## src/rtl/window_mac.sv

```systemverilog
// Convolution MAC stage: one KH x KW window per handshake times a preloaded signed kernel,
// plus bias, then arithmetic shift, ReLU and unsigned saturation, under a job-count FSM.
module window_mac #(
    parameter int KW     = 3,
    parameter int KH     = 3,
    parameter int IF_BW  = 8,
    parameter int W_BW   = 8,
    parameter int B_BW   = 8,
    parameter int OUT_BW = 8,
    parameter int SHIFT  = 4,
    parameter int CNT_BW = 16
) (
    input  logic                     clk,
    input  logic                     rst,
    input  logic                     i_run,
    input  logic [CNT_BW-1:0]        i_num,
    input  logic                     i_w_load,
    input  logic [W_BW*KH*KW-1:0]    i_weight,
    input  logic [B_BW-1:0]          i_bias,
    input  logic [IF_BW*KH*KW-1:0]   s_fmap,
    input  logic                     s_valid,
    output logic                     s_ready,
    output logic [OUT_BW-1:0]        m_data,
    output logic                     m_valid,
    input  logic                     m_ready,
    output logic                     o_idle,
    output logic                     o_done
);

    localparam int NTAP    = KH * KW;
    localparam int PROD_BW = IF_BW + W_BW + 1;
    localparam int ACC_BW  = PROD_BW + $clog2(NTAP) + 1;
    localparam logic signed [ACC_BW-1:0] OUT_MAX = {{(ACC_BW-OUT_BW){1'b0}}, {OUT_BW{1'b1}}};

    typedef enum logic [1:0] {IDLE, RUN, DRAIN, DONE} state_t;

    // Arithmetic shift, then clamp into the unsigned output range.
    function automatic logic [OUT_BW-1:0] requant(input logic signed [ACC_BW-1:0] acc);
        logic signed [ACC_BW-1:0] res;
        res = acc >>> SHIFT;
        if (res[ACC_BW-1])
            return '0;
        else if (res > OUT_MAX)
            return '1;
        else
            return res[OUT_BW-1:0];
    endfunction

    state_t                    state_q, state_d;
    logic [CNT_BW-1:0]         num_q, num_d;
    logic [CNT_BW-1:0]         in_cnt_q, in_cnt_d;
    logic [CNT_BW-1:0]         out_cnt_q, out_cnt_d;
    logic [W_BW*NTAP-1:0]      weight_q, weight_d;
    logic [B_BW-1:0]           bias_q, bias_d;

    logic                      vld_p1_q, vld_p1_d;
    logic signed [PROD_BW-1:0] prod_p1_q [NTAP];
    logic signed [PROD_BW-1:0] prod_d    [NTAP];
    logic                      vld_p2_q, vld_p2_d;
    logic signed [ACC_BW-1:0]  sum_p2_q, sum_d;
    logic                      m_valid_q, m_valid_d;
    logic [OUT_BW-1:0]         m_data_q, m_data_d;

    logic adv;
    logic accept;
    logic out_hs;

    // A stalled output freezes every stage at once.
    assign adv     = !m_valid_q || m_ready;
    assign s_ready = (state_q == RUN) && adv && (in_cnt_q < num_q);
    assign accept  = s_valid && s_ready;
    assign out_hs  = m_valid_q && m_ready;

    assign m_data  = m_data_q;
    assign m_valid = m_valid_q;
    assign o_idle  = (state_q == IDLE);
    assign o_done  = (state_q == DONE);

    always_comb begin
        state_d   = state_q;
        num_d     = num_q;
        in_cnt_d  = in_cnt_q;
        out_cnt_d = out_cnt_q;
        weight_d  = weight_q;
        bias_d    = bias_q;
        if (accept)
            in_cnt_d = in_cnt_q + 1'b1;
        if (out_hs)
            out_cnt_d = out_cnt_q + 1'b1;
        case (state_q)
            IDLE: begin
                if (i_w_load) begin
                    weight_d = i_weight;
                    bias_d   = i_bias;
                end
                if (i_run) begin
                    if (i_num != '0) begin
                        state_d   = RUN;
                        num_d     = i_num;
                        in_cnt_d  = '0;
                        out_cnt_d = '0;
                    end else begin
                        state_d = DONE;
                    end
                end
            end
            RUN: begin
                if (accept && (in_cnt_d == num_q))
                    state_d = DRAIN;
            end
            DRAIN: begin
                if (out_cnt_d == num_q)
                    state_d = DONE;
            end
            DONE:    state_d = IDLE;
            default: state_d = IDLE;
        endcase
    end

    always_comb begin
        for (int k = 0; k < NTAP; k++) begin
            prod_d[k] = $signed({{(PROD_BW-IF_BW){1'b0}}, s_fmap[k*IF_BW +: IF_BW]})
                      * $signed({{(PROD_BW-W_BW){weight_q[k*W_BW+W_BW-1]}}, weight_q[k*W_BW +: W_BW]});
        end
        sum_d = $signed({{(ACC_BW-B_BW){bias_q[B_BW-1]}}, bias_q});
        for (int k = 0; k < NTAP; k++) begin
            sum_d = sum_d + $signed({{(ACC_BW-PROD_BW){prod_p1_q[k][PROD_BW-1]}}, prod_p1_q[k]});
        end
        vld_p1_d  = adv ? accept   : vld_p1_q;
        vld_p2_d  = adv ? vld_p1_q : vld_p2_q;
        m_valid_d = adv ? vld_p2_q : m_valid_q;
        m_data_d  = (adv && vld_p2_q) ? requant(sum_p2_q) : m_data_q;
    end

    always_ff @(posedge clk) begin
        if (!rst) begin
            state_q   <= IDLE;
            num_q     <= '0;
            in_cnt_q  <= '0;
            out_cnt_q <= '0;
            weight_q  <= '0;
            bias_q    <= '0;
            vld_p1_q  <= 1'b0;
            vld_p2_q  <= 1'b0;
            m_valid_q <= 1'b0;
            m_data_q  <= '0;
        end else begin
            state_q   <= state_d;
            num_q     <= num_d;
            in_cnt_q  <= in_cnt_d;
            out_cnt_q <= out_cnt_d;
            weight_q  <= weight_d;
            bias_q    <= bias_d;
            vld_p1_q  <= vld_p1_d;
            vld_p2_q  <= vld_p2_d;
            m_valid_q <= m_valid_d;
            m_data_q  <= m_data_d;
        end
    end

    // S1 products and S2 bias-plus-sum; qualified by the valid bits, so no reset needed.
    always_ff @(posedge clk) begin
        if (adv) begin
            prod_p1_q <= prod_d;
            sum_p2_q  <= sum_d;
        end
    end

endmodule

```

## config.mk

```make
export PLATFORM = sky130hd
export DESIGN_NAME = window_mac
export DESIGN_NICKNAME = d
export VERILOG_FILES = /design/src/rtl/window_mac.sv
export SDC_FILE = /design/constraint.sdc
export NUM_CORES = 2
export LEC_CHECK = 0
export ABC_CLOCK_PERIOD_IN_PS = 9100
export CAP_MARGIN = 30
export CORE_MARGIN = 5
export CORE_UTILIZATION = 65
export DETAILED_ROUTE_END_ITERATION = 6
export PLACE_DENSITY = 0.83
export SYNTH_ARGS = -nofsm -noshare
export SYNTH_HDL_FRONTEND = slang
export SYNTH_SLANG_ARGS = --single-unit
```

## constraint.sdc

```tcl
create_clock -name clk -period 9.1 [get_ports clk]
set_input_delay 1.365 -clock clk [delete_from_list [all_inputs] [get_ports clk]]
set_output_delay 1.365 -clock clk [all_outputs]
set_load 0.03 [all_outputs]
```

Yosys cells after proc, flatten, opt, wreduce, memory -nomap -nowiden
Index checks and enable logic that the tools add are counted.
{ "op_classes": {"add_sub_neg": 11, "mul": 9, "div": 0, "order_cmp": 2, "n_eq_ne": 8, "shift": 0, "muxes": 15, "bitwise_logic": 0, "reduce_logical": 13} }
{ "op_table": {"columns": ["cell", "count"], "rows": [
  ["multiplier 9 x 8 -> 17 bit", 9],
  ["two-way mux 16 bit", 8],
  ["adder 22 x 17 -> 22 bit", 4],
  ["adder 16 x 1 -> 16 bit, second input constant", 2],
  ["== test 16 bit", 2],
  ["adder 21 x 17 -> 22 bit", 1],
  ["adder 20 x 17 -> 21 bit", 1],
  ["adder 19 x 17 -> 20 bit", 1],
  ["adder 18 x 17 -> 19 bit", 1],
  ["adder 8 x 17 -> 18 bit", 1],
  ["greater-than comparator 18 x 9 -> 1 bit, second input constant", 1],
  ["< comparator 16 bit", 1],
  ["two-way mux 8 bit", 2],
  ["nonzero test 16 bit", 1],
  ["two-way mux 2 bit", 4],
  ["one-hot mux 2 bit (4 select lines)", 1],
  ["logical AND 1 bit", 6],
  ["AND reduction 3 bit", 2],
  ["== test 2 bit, second input constant", 2],
  ["!= test 2 bit, second input constant", 2],
  ["== test 2 x 1 -> 1 bit, second input constant", 1],
  ["zero test 2 bit", 1],
  ["!= test 2 x 1 -> 1 bit, second input constant", 1],
  ["AND reduction 2 bit", 1],
  ["2 further kinds", 2]
]} }
{ "word_totals": {"regBits": 316, "latchBits": 0, "ram_bits": 0, "rom_bits": 0, "in_bits": 174, "output_inout_bits": 12, "elab_cells": 78, "memories": 0} }

Longest topological paths before layout
{ "depth": {"word_depth": 10, "mapped_depth": 20} }

Worst setup path before layout
Ideal clock, no wire load.
{ "synth_timing": {"kind": "input port to output port", "start": "input port m_ready", "end": "output port s_ready", "arrival_ns": 4.245, "t_required_ns": 7.735, "slack_ns": 3.490, "path_stages": 7, "path_buffers": 1, "cell_sequence": "nor2b_4 clkinv_2 o2111a_1 o21ai_1 a21o_1 inv_2 buf_2"} }
{ "synth_between": {"elab_chain_len": 3} }
{ "synth_lines": {"columns": ["item", "line_no", "source"], "rows": [
  ["start: declaration", "25", "input logic m_ready,"],
  ["logical OR 1 bit", "69", "assign adv = !m_valid_q || m_ready;"],
  ["logical AND 1 bit (2 in series)", "70", "assign s_ready = (state_q == RUN) && adv && (in_cnt_q < num_q);"],
  ["end: declaration", "22", "output logic s_ready,"]
]} }
No other way between the ends.

Final worst setup path
{ "layout_timing": {"start": "register bias_q[7]", "end": "register sum_p2_q[21] (data pin)"} }
{ "layout_between": {"elab_chain_len": 9} }
{ "layout_lines": {"columns": ["item", "line_no", "source"], "rows": [
  ["start: declaration", "54", "logic [B_BW-1:0] bias_q, bias_d;"],
  ["start signal: assignment", "153", "bias_q <= bias_d;"],
  ["adder 8 x 17 -> 18 bit", "127", "sum_d = sum_d + $signed({{(ACC_BW-PROD_BW){prod_p1_q[k][PROD_BW-1]}}, prod_p1_q[k]});"],
  ["adder 18 x 17 -> 19 bit", "127", null],
  ["adder 19 x 17 -> 20 bit", "127", null],
  ["adder 20 x 17 -> 21 bit", "127", null],
  ["adder 21 x 17 -> 22 bit", "127", null],
  ["adder 22 x 17 -> 22 bit (4 in series)", "127", null],
  ["via sum_d[21]", "60", "logic signed [ACC_BW-1:0] sum_p2_q, sum_d;"],
  ["end signal: assignment", "165", "sum_p2_q <= sum_d;"],
  ["end: declaration", "60", null]
]} }
The timed path passes the listed nets, and every way through them passes these cells.
A chain may end at the register's enable or synchronous reset.

==> impl_results.md <==
- Layout net count: 4837
- Initial Util: 65.74%
- WHS Path Cells: 2
- Routed Antenna Nets: 0
- Max_slew headroom: 41.99%
- Vias after detailed routing: 24473
- Grt ovf: 0
- XOR/XNOR Fraction of Synth Area: 4.341%
- R2r setup slk: 3.01 ns
- Max cap viols: 0
- CP Class: flop to flop
- Primary FF master, synth: edfxtp_1
- NetSw: 7523 uW
- H-tree levels: 2
- Starting DRT DRC Count: 1387
- Worst IR drop on VDD: 1396 uV
- Via/cell ratio: 5.465
- Net Sw Frac: 45.90%
- Dpl cell area: 0.03714 mm^2
- Area growth syn-to-layout: 11.52%
- Clock skew: 0.02898 ns
- Die width: 240.8 um
- Final WS setup: 3.012 ns
- Startpoint types: flop
- Logic pwr share: 71.9%
- Register Area: 0.007958 mm^2
- GPL Wtd Cong: 0.9161
- CP max FO: 9
- Antenna cells: 0
- CTS Buf Count: 40
- Initial antenna violation count: 0
- Post-cts repair resize count: 0
- Crit end category: flop
- Row count: 84
- Syn nets: 4667
- Synth cell types: 62
- Post-synthesis compound-gate area fraction: 5.736%
- CORE AREA: 0.05266 mm^2
- Reg clk slew, reported paths: 0.06 ns
- Max Clk Rate: 164.3 MHz
- Gr usage total: 27.32%
- CTS tree: yes
- Die Span Y: 240.8 um
- Count of hold-fix buffers inserted at cts: 0
- Deepest clock path buffer count: 3
- Fin. Hold Viols: 0
- Post-CTS Repair Setup Buffers: 0
- Pin count of the biggest net entering global routing: 95
- DIE AREA: 0.05798 mm^2
- Worst-Skew Late Latency: 0.59 ns
- Finished layout cell area: 0.03861 mm^2
- Pleak: 0.01864 uW
- Worst Hold Path EP: bias_q[5]
- Synth Area in Simple Gates: 15.75%
- Slew Limit Fails: 0
- Flop pwr share: 17.5%
- Clock power share: 10.6%
- Area of the multi-input gates: 0.02383 mm^2
- I/O pin cnt: 186
- Final HPWL DP: 61340 um
- Crit path DAT: 6.44 ns
- Worst reg2reg path startpoint: bias_q[7]
- Worst R2R Path Depth: 20
- Layout fillers: 3656
- Sequential cell area fraction in the yosys report: 22.99%
- Yosys warning count: 0
- Internal Power: 8868 uW
- First-pass GRT wire length: 127800 um
- Pre-CTS WS: 2.679 ns
- HP Start: bias_q[5]
- Number of global-route vias before repair: 25649
- Critical Path RT: 9.45 ns
- Tcrit/Tclk final: 66.90%
- Layout cell share with drive strength beyond 1: 2.322%
- Mux cell area share after synthesis: 0.02891%
- RSZ-0062 raised after global routing: no
- Post-Synth Adder-Cell Area: 42.93%
- Mean Syn Cell Area: 9.646 um^2
- Final min period: 6.088 ns
- DRC viols: 0
- Root buf cell: clkbuf_16
- Ys async rst share: 0%
- FF-to-FF End: sum_p2_q[21]
- Pre-Repair DR Iteration Count: 5
- TNS Setup: 0 ns
- Drt wl/cell: 17.25 um
- Worst-Margin Slew: 0.8701 ns
- Seq cells post-synth: 312
- WL final: 77260 um
- I/O Buffers: 185
- Post-synth EDFFs: 171
- Synth Instances: 3589
- Clock sinks: 312
- Status: complete, no violations
- Largest family of logic cells by synthesized area: adder cells
- PwrDens: 424.6 mW/mm^2
- Post-Syn Area: 0.03462 mm^2
- Setup violators final: 0
- Hold Path Class: flop to flop
## cells in the mapped netlist (34+ instances only)
master,instances,area [um^2]
nand2_1,417,1565
nor2_1,198,743.2
inv_1,687,2579
nand2b_1,63,394.1
fa_1,473,9469
nor3_1,44,220.2
clkbuf_1,58,217.7
xnor2_1,121,1060
xor2_1,48,420.4
o21ai_0,49,245.2
ha_1,431,5393
nor2b_1,34,212.7
and2_1,303,1896
a21oi_1,157,785.8
dfxtp_1,141,2823
edfxtp_1,171,5135
## metal layers
layer  GRT usage (%)  up-vias  wire length (um)
li1                -    11598                 -
met1           36.53    12015             32410
met2           46.44      710             37710
met3           4.434      150              4796
met4           8.395        0              2350
met5               0        -                 0
## layout make-up
cell class / count / share of cell area, %
clock buffer: 45 / 2.667
clock inverter: 28 / 0.9950
inverter: 689 / 6.719
multi-input combinational: 2524 / 61.73
sequential: 312 / 20.61
tap: 688 / 2.230
timing repair buffer: 192 / 5.049
## layout by cell type, fill, tap and decap left out, types with 49 or more instances in the layout
cell type        instances
dfxtp_1                141
nand2_1                416
xnor2_1                121
edfxtp_1               171
clkdlybuf4s50_1        185
nand2b_1                63
nor2_1                 198
fa_1                   473
a21oi_1                157
ha_1                   431
o21ai_0                 49
and2_1                 302
inv_1                  686
## cell families (layout without fill, tap and decap cells)
logic type,Yosys count,in the layout
AO/OA/AOI/OAI,322,322
XOR/XNOR,170,170
buffers and inverters,753,954
adder cells (fa/ha/maj),904,904
multiplexers,1,1
AND/OR/NAND/NOR,1127,1127
flip-flops,312,312
## sequential cells by signal (all words and copies together) (netlist names)
name / flops
bias_q: 8
in_cnt_q: 16
m_data: 8
m_valid: 1
num_q: 16
out_cnt_q: 16
prod_p1_q: 153
state_q: 2
sum_p2_q: 18
vld_p1_q: 1
vld_p2_q: 1
weight_q: 72
## stage by stage
| step | util, % | power (uW) | std cells | hold slack [ns] |
|---|---|---|---|---|
| floorplan | - | 11830 | 3589 | 0.4363 |
| global placement | 70.50 | 13920 | 4402 | 0.4448 |
| detailed placement | 70.54 | 14530 | 4403 | 0.4482 |
| CTS | 73.23 | 16460 | 4476 | 0.4553 |
| global route | 73.32 | 18220 | 4478 | 0.4804 |
| finish | 73.32 | 16390 | 4478 | 0.4563 |
## critical path: stages, from the launching register on
cell,delay (ns)
dfxtp_1,0.39
inv_1,0.28
fa_1,0.62
inv_1,0.08
fa_1,0.55
fa_1,0.44
fa_1,0.50
inv_1,0.06
fa_1,0.48
inv_1,0.05
ha_1,0.20
or3_1,0.39
nor3_1,0.15
o31a_1,0.18
nor3_1,0.11
a2111oi_0,0.40
o21bai_1,0.16
a21oi_1,0.25
nand2b_1,0.19
a21oi_1,0.10
xnor2_1,0.29
## power by group through the flow
stage / registers, uW / clock network, uW / logic (uW)
2_1_floorplan: 2750 / 0 / 9080
3_3_place_gp: 2880 / 0 / 11000
3_5_place_dp: 2890 / 0 / 11600
4_1_cts: 2870 / 1760 / 11800
5_1_grt: 2910 / 1820 / 13500
6_report: 2870 / 1740 / 11800
## worst max path at each step
stage	from	cells past startpoint	to
after floorplan	m_ready	7	s_ready
after CTS	bias_q[7]	20	sum_p2_q[21]
after global placement	s_fmap[3]	19	prod_p1_q[152]
after detailed placement	s_fmap[3]	19	prod_p1_q[152]
final	bias_q[7]	20	sum_p2_q[21]
after global routing	bias_q[7]	20	sum_p2_q[21]
Note: power is estimated with default switching activity, not from simulation.
